**src/rtl/fantasticfft_fft8_unloader.sv**
```systemverilog
// Ping-pong unloader for the fft8 result bus: captures whole frames on result_valid
// and streams them out one complex bin per valid/ready beat.
module fantasticfft_fft8_unloader #(
    parameter int INT_SIZE  = 8,
    parameter int FRAC_SIZE = 8,
    parameter int NUM_BINS  = 8
) (
    input  logic                          clk,
    input  logic                          rst_n,
    input  logic [INT_SIZE+FRAC_SIZE-1:0] y0,
    input  logic [INT_SIZE+FRAC_SIZE-1:0] y1,
    input  logic [INT_SIZE+FRAC_SIZE-1:0] y2,
    input  logic [INT_SIZE+FRAC_SIZE-1:0] y3,
    input  logic [INT_SIZE+FRAC_SIZE-1:0] y4,
    input  logic [INT_SIZE+FRAC_SIZE-1:0] y5,
    input  logic [INT_SIZE+FRAC_SIZE-1:0] y6,
    input  logic [INT_SIZE+FRAC_SIZE-1:0] y7,
    input  logic [INT_SIZE+FRAC_SIZE-1:0] y0_i,
    input  logic [INT_SIZE+FRAC_SIZE-1:0] y1_i,
    input  logic [INT_SIZE+FRAC_SIZE-1:0] y2_i,
    input  logic [INT_SIZE+FRAC_SIZE-1:0] y3_i,
    input  logic [INT_SIZE+FRAC_SIZE-1:0] y4_i,
    input  logic [INT_SIZE+FRAC_SIZE-1:0] y5_i,
    input  logic [INT_SIZE+FRAC_SIZE-1:0] y6_i,
    input  logic [INT_SIZE+FRAC_SIZE-1:0] y7_i,
    input  logic                          result_valid,
    output logic [INT_SIZE+FRAC_SIZE-1:0] out_re,
    output logic [INT_SIZE+FRAC_SIZE-1:0] out_im,
    output logic [2:0]                    out_idx,
    output logic                          out_last,
    output logic                          out_valid,
    input  logic                          out_ready,
    output logic                          overflow,
    input  logic                          overflow_clr,
    output logic [7:0]                    drop_count
);

    localparam int         W        = INT_SIZE + FRAC_SIZE;
    localparam logic [2:0] LAST_BIN = 3'(NUM_BINS - 1);

    // State encodes how many complete frames are held in the two slots.
    typedef enum logic [1:0] {
        IDLE = 2'd0,
        ONE  = 2'd1,
        FULL = 2'd2
    } state_t;

    state_t       state_q, state_d;
    logic         wrPtr_q, wrPtr_d;
    logic         rdPtr_q, rdPtr_d;
    logic [2:0]   binIdx_q, binIdx_d;
    logic         overflow_q, overflow_d;
    logic [7:0]   dropCount_q, dropCount_d;
    logic         outValid_q;
    logic         outLast_q;

    logic [W-1:0] slotRe_q [2][8];
    logic [W-1:0] slotIm_q [2][8];
    logic [W-1:0] frameRe [8];
    logic [W-1:0] frameIm [8];

    logic         transfer;
    logic         retire;
    logic         capture;
    logic         drop;

    assign frameRe[0] = y0;
    assign frameRe[1] = y1;
    assign frameRe[2] = y2;
    assign frameRe[3] = y3;
    assign frameRe[4] = y4;
    assign frameRe[5] = y5;
    assign frameRe[6] = y6;
    assign frameRe[7] = y7;
    assign frameIm[0] = y0_i;
    assign frameIm[1] = y1_i;
    assign frameIm[2] = y2_i;
    assign frameIm[3] = y3_i;
    assign frameIm[4] = y4_i;
    assign frameIm[5] = y5_i;
    assign frameIm[6] = y6_i;
    assign frameIm[7] = y7_i;

    // A slot freed by a last-bin transfer can be refilled on the same edge.
    assign transfer = outValid_q & out_ready;
    assign retire   = transfer & (binIdx_q == LAST_BIN);
    assign capture  = result_valid & ((state_q != FULL) | retire);
    assign drop     = result_valid & (state_q == FULL) & ~retire;

    always_comb begin
        state_d     = state_q;
        wrPtr_d     = wrPtr_q ^ capture;
        rdPtr_d     = rdPtr_q ^ retire;
        binIdx_d    = binIdx_q;
        overflow_d  = overflow_q;
        dropCount_d = dropCount_q;

        if (capture && !retire) begin
            state_d = (state_q == IDLE) ? ONE : FULL;
        end else if (retire && !capture) begin
            state_d = (state_q == FULL) ? ONE : IDLE;
        end

        if (transfer) begin
            binIdx_d = retire ? 3'd0 : binIdx_q + 3'd1;
        end

        // A drop in the same cycle as a clear still leaves a record of itself.
        if (overflow_clr) begin
            overflow_d  = drop;
            dropCount_d = drop ? 8'd1 : 8'd0;
        end else if (drop) begin
            overflow_d  = 1'b1;
            dropCount_d = (dropCount_q == 8'hFF) ? dropCount_q : dropCount_q + 8'd1;
        end
    end

    always_ff @(posedge clk) begin
        if (!rst_n) begin
            state_q     <= IDLE;
            wrPtr_q     <= 1'b0;
            rdPtr_q     <= 1'b0;
            binIdx_q    <= 3'd0;
            overflow_q  <= 1'b0;
            dropCount_q <= 8'd0;
            outValid_q  <= 1'b0;
            outLast_q   <= 1'b0;
        end else begin
            state_q     <= state_d;
            wrPtr_q     <= wrPtr_d;
            rdPtr_q     <= rdPtr_d;
            binIdx_q    <= binIdx_d;
            overflow_q  <= overflow_d;
            dropCount_q <= dropCount_d;
            outValid_q  <= (state_d != IDLE);
            outLast_q   <= (state_d != IDLE) && (binIdx_d == LAST_BIN);
        end
    end

    // Frame storage carries no reset; validity is tracked entirely by state_q.
    always_ff @(posedge clk) begin
        if (capture) begin
            for (int k = 0; k < 8; k++) begin
                slotRe_q[wrPtr_q][k] <= frameRe[k];
                slotIm_q[wrPtr_q][k] <= frameIm[k];
            end
        end
    end

    assign out_valid  = outValid_q;
    assign out_last   = outLast_q;
    assign out_idx    = binIdx_q;
    assign out_re     = outValid_q ? slotRe_q[rdPtr_q][binIdx_q] : '0;
    assign out_im     = outValid_q ? slotIm_q[rdPtr_q][binIdx_q] : '0;
    assign overflow   = overflow_q;
    assign drop_count = dropCount_q;

endmodule

```
**config.mk**
```make
export PLATFORM = sky130hd
export DESIGN_NAME = fantasticfft_fft8_unloader
export DESIGN_NICKNAME = d
export VERILOG_FILES = /design/src/rtl/fantasticfft_fft8_unloader.sv
export SDC_FILE = /design/constraint.sdc
export NUM_CORES = 1
export LEC_CHECK = 0
export CAP_MARGIN = 20
export CORE_ASPECT_RATIO = 1.75
export CORE_UTILIZATION = 58
export DETAILED_ROUTE_END_ITERATION = 10
export PLACE_DENSITY_LB_ADDON = 0.05
export SLEW_MARGIN = 20
export SYNTH_ARGS = -nofsm -noshare
export SYNTH_HDL_FRONTEND = slang
export SYNTH_SLANG_ARGS = --single-unit
```
**constraint.sdc**
```tcl
create_clock -name clk -period 26.9 [get_ports clk]
set_input_delay 6.725 -clock clk [delete_from_list [all_inputs] [get_ports clk]]
set_output_delay 6.725 -clock clk [all_outputs]
set_load 0.02 [all_outputs]
```
Word level (Yosys, flattened, before mapping)
Memories as Yosys holds them, arrays and structs flattened. A register that Yosys moved wholly into a read port is not among the register bits.
Index checks and enable logic that the tools add are counted.

storage, ports and cells
  register bits = 18
  bits in writable memories = 512
  bits of input ports = 261
  output and inout bits = 46
  word-level logic and storage cells = 62
  memories = 2

memory list
  name      words  width  rd ports  clocked after memory_dff  wr ports  line  text
  slotIm_q  2      128    1         1                         1         58    logic [W-1:0] slotIm_q [2][8];
  slotRe_q  2      128    1         1                         1         57    logic [W-1:0] slotRe_q [2][8];

operators by class
  add/subtract/negate cells = 2
  $lt $le $gt $ge = 1
  equal/unequal tests = 6
  mux-type cells = 24
  bitwise gates (word level) = 10
  reductions and logical operators = 9

operator list
  kind                                                            count
  16-bit binary-select mux with 3-bit select                      2
  16-bit 2-to-1 mux                                               6
  8-bit 2-to-1 mux                                                3
  8-bit by 1-bit adder with 8-bit output (second input constant)  1
  8-bit equality test (second input constant)                     1
  1-bit 2-to-1 mux                                                8
  3-bit equality test (second input constant)                     2
  2-bit 2-to-1 mux                                                3
  3-bit 2-to-1 mux                                                2
  1-bit bitwise AND                                               5
  4-bit greater-or-equal comparator (second input constant)       1
  2-bit inequality test (second input constant)                   2
  3-bit inverter with 4-bit output                                1
  2-bit nonzero test                                              2
  3-bit by 1-bit adder with 3-bit output (second input constant)  1
  1-bit logical AND                                               3
  2-bit equality test (second input constant)                     1
  1-bit logical NOT                                               2
  2-bit logical NOT                                               1
  2-bit AND reduction                                             1
  1-bit bitwise XOR                                               2
  1-bit inverter                                                  1
  1-bit bitwise OR                                                1

Longest topological paths before layout
  depth in word-level cells = 10
  gate-level depth with buffers = 7
  gate-level depth less buffers = 6

Worst setup path after synthesis
Ideal clock, no wire load.

  path kind = input port to flip-flop
  from = in result_valid
  to = mem slotIm_q[1][0] in the netlist's numbering (enable)
  setup time = 0.651 ns
  arrival = 13.060 ns
  required time = 26.249 ns
  setup slack = 13.189 ns
  stages on the path = 3
  path buffers = 1
  cell sequence = buf_2 > a21boi_0 > ha_1

on the way
  longest elaborated chain between the ends = 3

RTL lines
  item                                    line  text
  start, declared                         26    input logic result_valid,
  1-bit bitwise AND                       87    assign capture = result_valid & ((state_q != FULL) | retire);
  1-bit 2-to-1 mux                        142   if (capture) begin
  1-bit 2-to-1 mux (implied by the code)  145   slotIm_q[wrPtr_q][k] <= frameIm[k];
  end, declared                           58

Every way passes these cells.

Worst setup path after layout
  from = reg binIdx_q[0], in the netlist out_idx[0]
  to = out out_re[13]

on the way
  longest elaborated chain between the ends = 5

RTL lines
  item                                                    line  text
  start, declared                                         51    logic [2:0] binIdx_q, binIdx_d;
  start signal, assigned                                  132   binIdx_q <= binIdx_d;
  3-bit inverter with 4-bit output (implied by the code)  153   assign out_re = outValid_q ? slotRe_q[rdPtr_q][binIdx_q] : '0;
  16-bit binary-select mux with 3-bit select              153
  16-bit 2-to-1 mux (implied by the code) (2 in a row)    153
  16-bit 2-to-1 mux                                       153
  end, declared                                           27    output logic [INT_SIZE+FRAC_SIZE-1:0] out_re,

Every way passes these cells. The select of a mux whose other input is x is not followed.

==> metrics <==
status=finished clean; post-synth top area share=between 70% and 80%; DRC violations left=0; Leak=a little under 8 nW; Max Cap Viol=0; Die Span Y=250 µm; power per cell area=between 70 and 80 nW/µm²; final hold violations=0; Final Total Pwr=1.80 mW; Final ANT Viol Nets=0; Yosys reg bits=531; Sequential cell area=around 16000 µm²; top post-synthesis cells by area=edfxtp_1 (75%), mux4_2 (13%), mux2i_1 (3.2%); DR WL/cell=about 24 µm; Post-CTS Setup Inserts=0; initial DRC count=between 500 and 600; post-synthesis sequential area ratio=77.3%; synthesized area per cell=22.0 µm²; Critical Path End Type=output port; Rows=90; Max rail drop VDD=68.5 µV; final slew viol count=0; gr ovfl total=0; top-count cell post-synth=edfxtp_1; dpl hpwl=between 20000 and 30000 µm; Hold-fix buffers, CTS=0; critical path required time=~20 ns; Die Wd=roughly 140 µm; Final min period=10.79 ns; Yosys cell types=43; Num CTS Buffers=46; Synth Cell Area=about 20000 µm²; Startpoint Class=register; share of layout cells above drive strength 1=16.0%; number of synthesis warnings=0; H-tree levels=2; TritonRoute pass-1 iters=5; clock-pin slew on the worst setup and hold paths=approximately 0.060 ns; I/O Pins=between 300 and 400; initial antenna violation count=6; EDFF count, synth=between 500 and 600; worst skew pair latency=between 0.5 and 0.6 ns; all-layer global routing usage=between 20% and 30%; Area Overhead vs Synth=24.6%; Slew @ Worst Pin=between 1 and 1.5 ns; largest area contributor in the netlist=edfxtp_1; die area=35900 µm²; clk sinks=roughly 530; f_max=approximately 93 MHz; max_slew headroom=29.9%; setup repair after global routing missed its margin=false; Initial Util=a little under 60%; Post-synth top cells=edfxtp_1 (512), mux4_2 (119), mux2i_1 (65); vias post-DR=about 10000; Setup Viol. Count Final=0; Synth Instances=approximately 930; multi-input logic area=4340 µm²; FFs w/ async S/R, synth=0%; CTS root buffer=clkbuf_16; Setup Total Neg Slack=0 ns; Layout Nets=1513; vias per inst=slightly below 6; Core Area=~35000 µm²; post_cts resized=0; largest net degree at the start of global routing=192; period utilization=between 40 and 50%; Crit Path Class=reg -> out; Max FO, Critical Path=48; RD Place Congestion=~0.79; Final Skew=roughly 0.014 ns; Hold Path Class=reg -> reg; Final WS setup=around 16 ns; total wire length=~42000 µm; vias in the first global route=between 10000 and 15000; first-pass GRT wire length=62500 µm; top_reg_cell synth=edfxtp_1; worst slack, placed=roughly 16 ns; CTS tree=done; fill count=between 2000 and 2500; PortBufs=slightly above 300; CP arrival=roughly 4 ns; synthesized net count=1194; Clock Tree Buf Depth=3
==> logic make-up (layout without fill, tap and decap cells) <==
| logic type | Yosys count | in the layout | synth area share, % |
|---|---|---|---|
| compound gates | 69 | 69 | 2.30 |
| xor+xnor | 1 | 1 | 0.0430 |
| fa+ha+maj | 5 | 5 | 0.307 |
| buf+inv | 51 | 404 | 1.55 |
| flops | 531 | 531 | 77.3 |
| mux | 184 | 184 | 16.3 |
| other cells | 0 | 2 | 0 |
| simple gates | 87 | 87 | 2.16 |
==> power breakdown <==
group	internal, mW	switching, mW
Combinational	0.0768	0.0749
Clock	0.380	0.276
Sequential	0.975	0.0157
Total	1.43	0.367
==> worst max-delay path, cell delays in order, from the launching register on <==
cell and delay (ns):
dfxtp_4 0.80, buf_4 0.60, buf_4 0.65, mux4_2 0.32
mux2i_1 0.08, o22ai_1 0.30, clkdlybuf4s50_1 0.68
==> through the flow <==
step	cell area [µm²]	hold slack [ns]	cells	utilization, %
final	25400	0.474	1743	73.5
after global routing	25400	0.510	1743	73.5
after CTS	25300	0.480	1739	73.3
after detailed placement	23800	0.471	1657	69.0
after global placement	23800	0.463	1657	69.0
after floorplan	20400	0.481	928	-
==> metal layers <==
metal / vias to the layer above / wire, µm / track usage, %
met2: 354 / 22800 / 43.3
met3: 76 / 3090 / 6.14
met4: 8 / 1480 / 9.48
met1: 5174 / 14200 / 27.4
met5: - / 46 / 0
li1: 4564 / - / -
==> sequential cells by signal (all words and copies together) (netlist names), named ones only <==
name	count
slotRe_q	256
slotIm_q	256
drop_count	8
wrPtr_q	1
out_valid	1
overflow	1
out_idx	3
rdPtr_q	1
state_q	2
out_last	1
==> cell usage in the layout, fill, tap and decap left out, types with 9 or more instances in the layout <==
| cell | instances |
|---|---|
| a21oi_1 | 10 |
| a32oi_1 | 9 |
| buf_4 | 10 |
| clkbuf_1 | 11 |
| clkbuf_16 | 47 |
| clkdlybuf4s50_1 | 306 |
| dfxtp_1 | 16 |
| edfxtp_1 | 512 |
| mux2i_1 | 65 |
| mux4_2 | 119 |
| nand2_1 | 34 |
| nand4_1 | 12 |
| nor2_1 | 13 |
| o211ai_1 | 10 |
| o22ai_1 | 23 |
==> final timing paths <==
kind,start,to,slack [ns],cells past startpoint
worst max-delay path,out_idx[0]$_SDFF_PN0_,out_re[13],16.11,6
worst min-delay path,overflow$_SDFFE_PN0P_,overflow$_SDFFE_PN0P_,0.47,2
worst min register to register,overflow$_SDFFE_PN0P_,overflow$_SDFFE_PN0P_,0.47,2
worst max register to register,out_idx[1]$_SDFF_PN0_,slotIm_q[0][105]$_DFFE_PP_,21.09,8
==> area by class of cell <==
cell class / count / share of cell area (%)
clock inverters: 23 / 1.02
flip-flops and latches: 531 / 62.1
repair buffers: 319 / 12.7
multi-input cells: 346 / 17.1
well taps: 460 / 2.27
diodes: 2 / 0.0197
clock buffers: 59 / 4.85
inverters: 3 / 0.0443
Power figures use the tool's default switching activity.
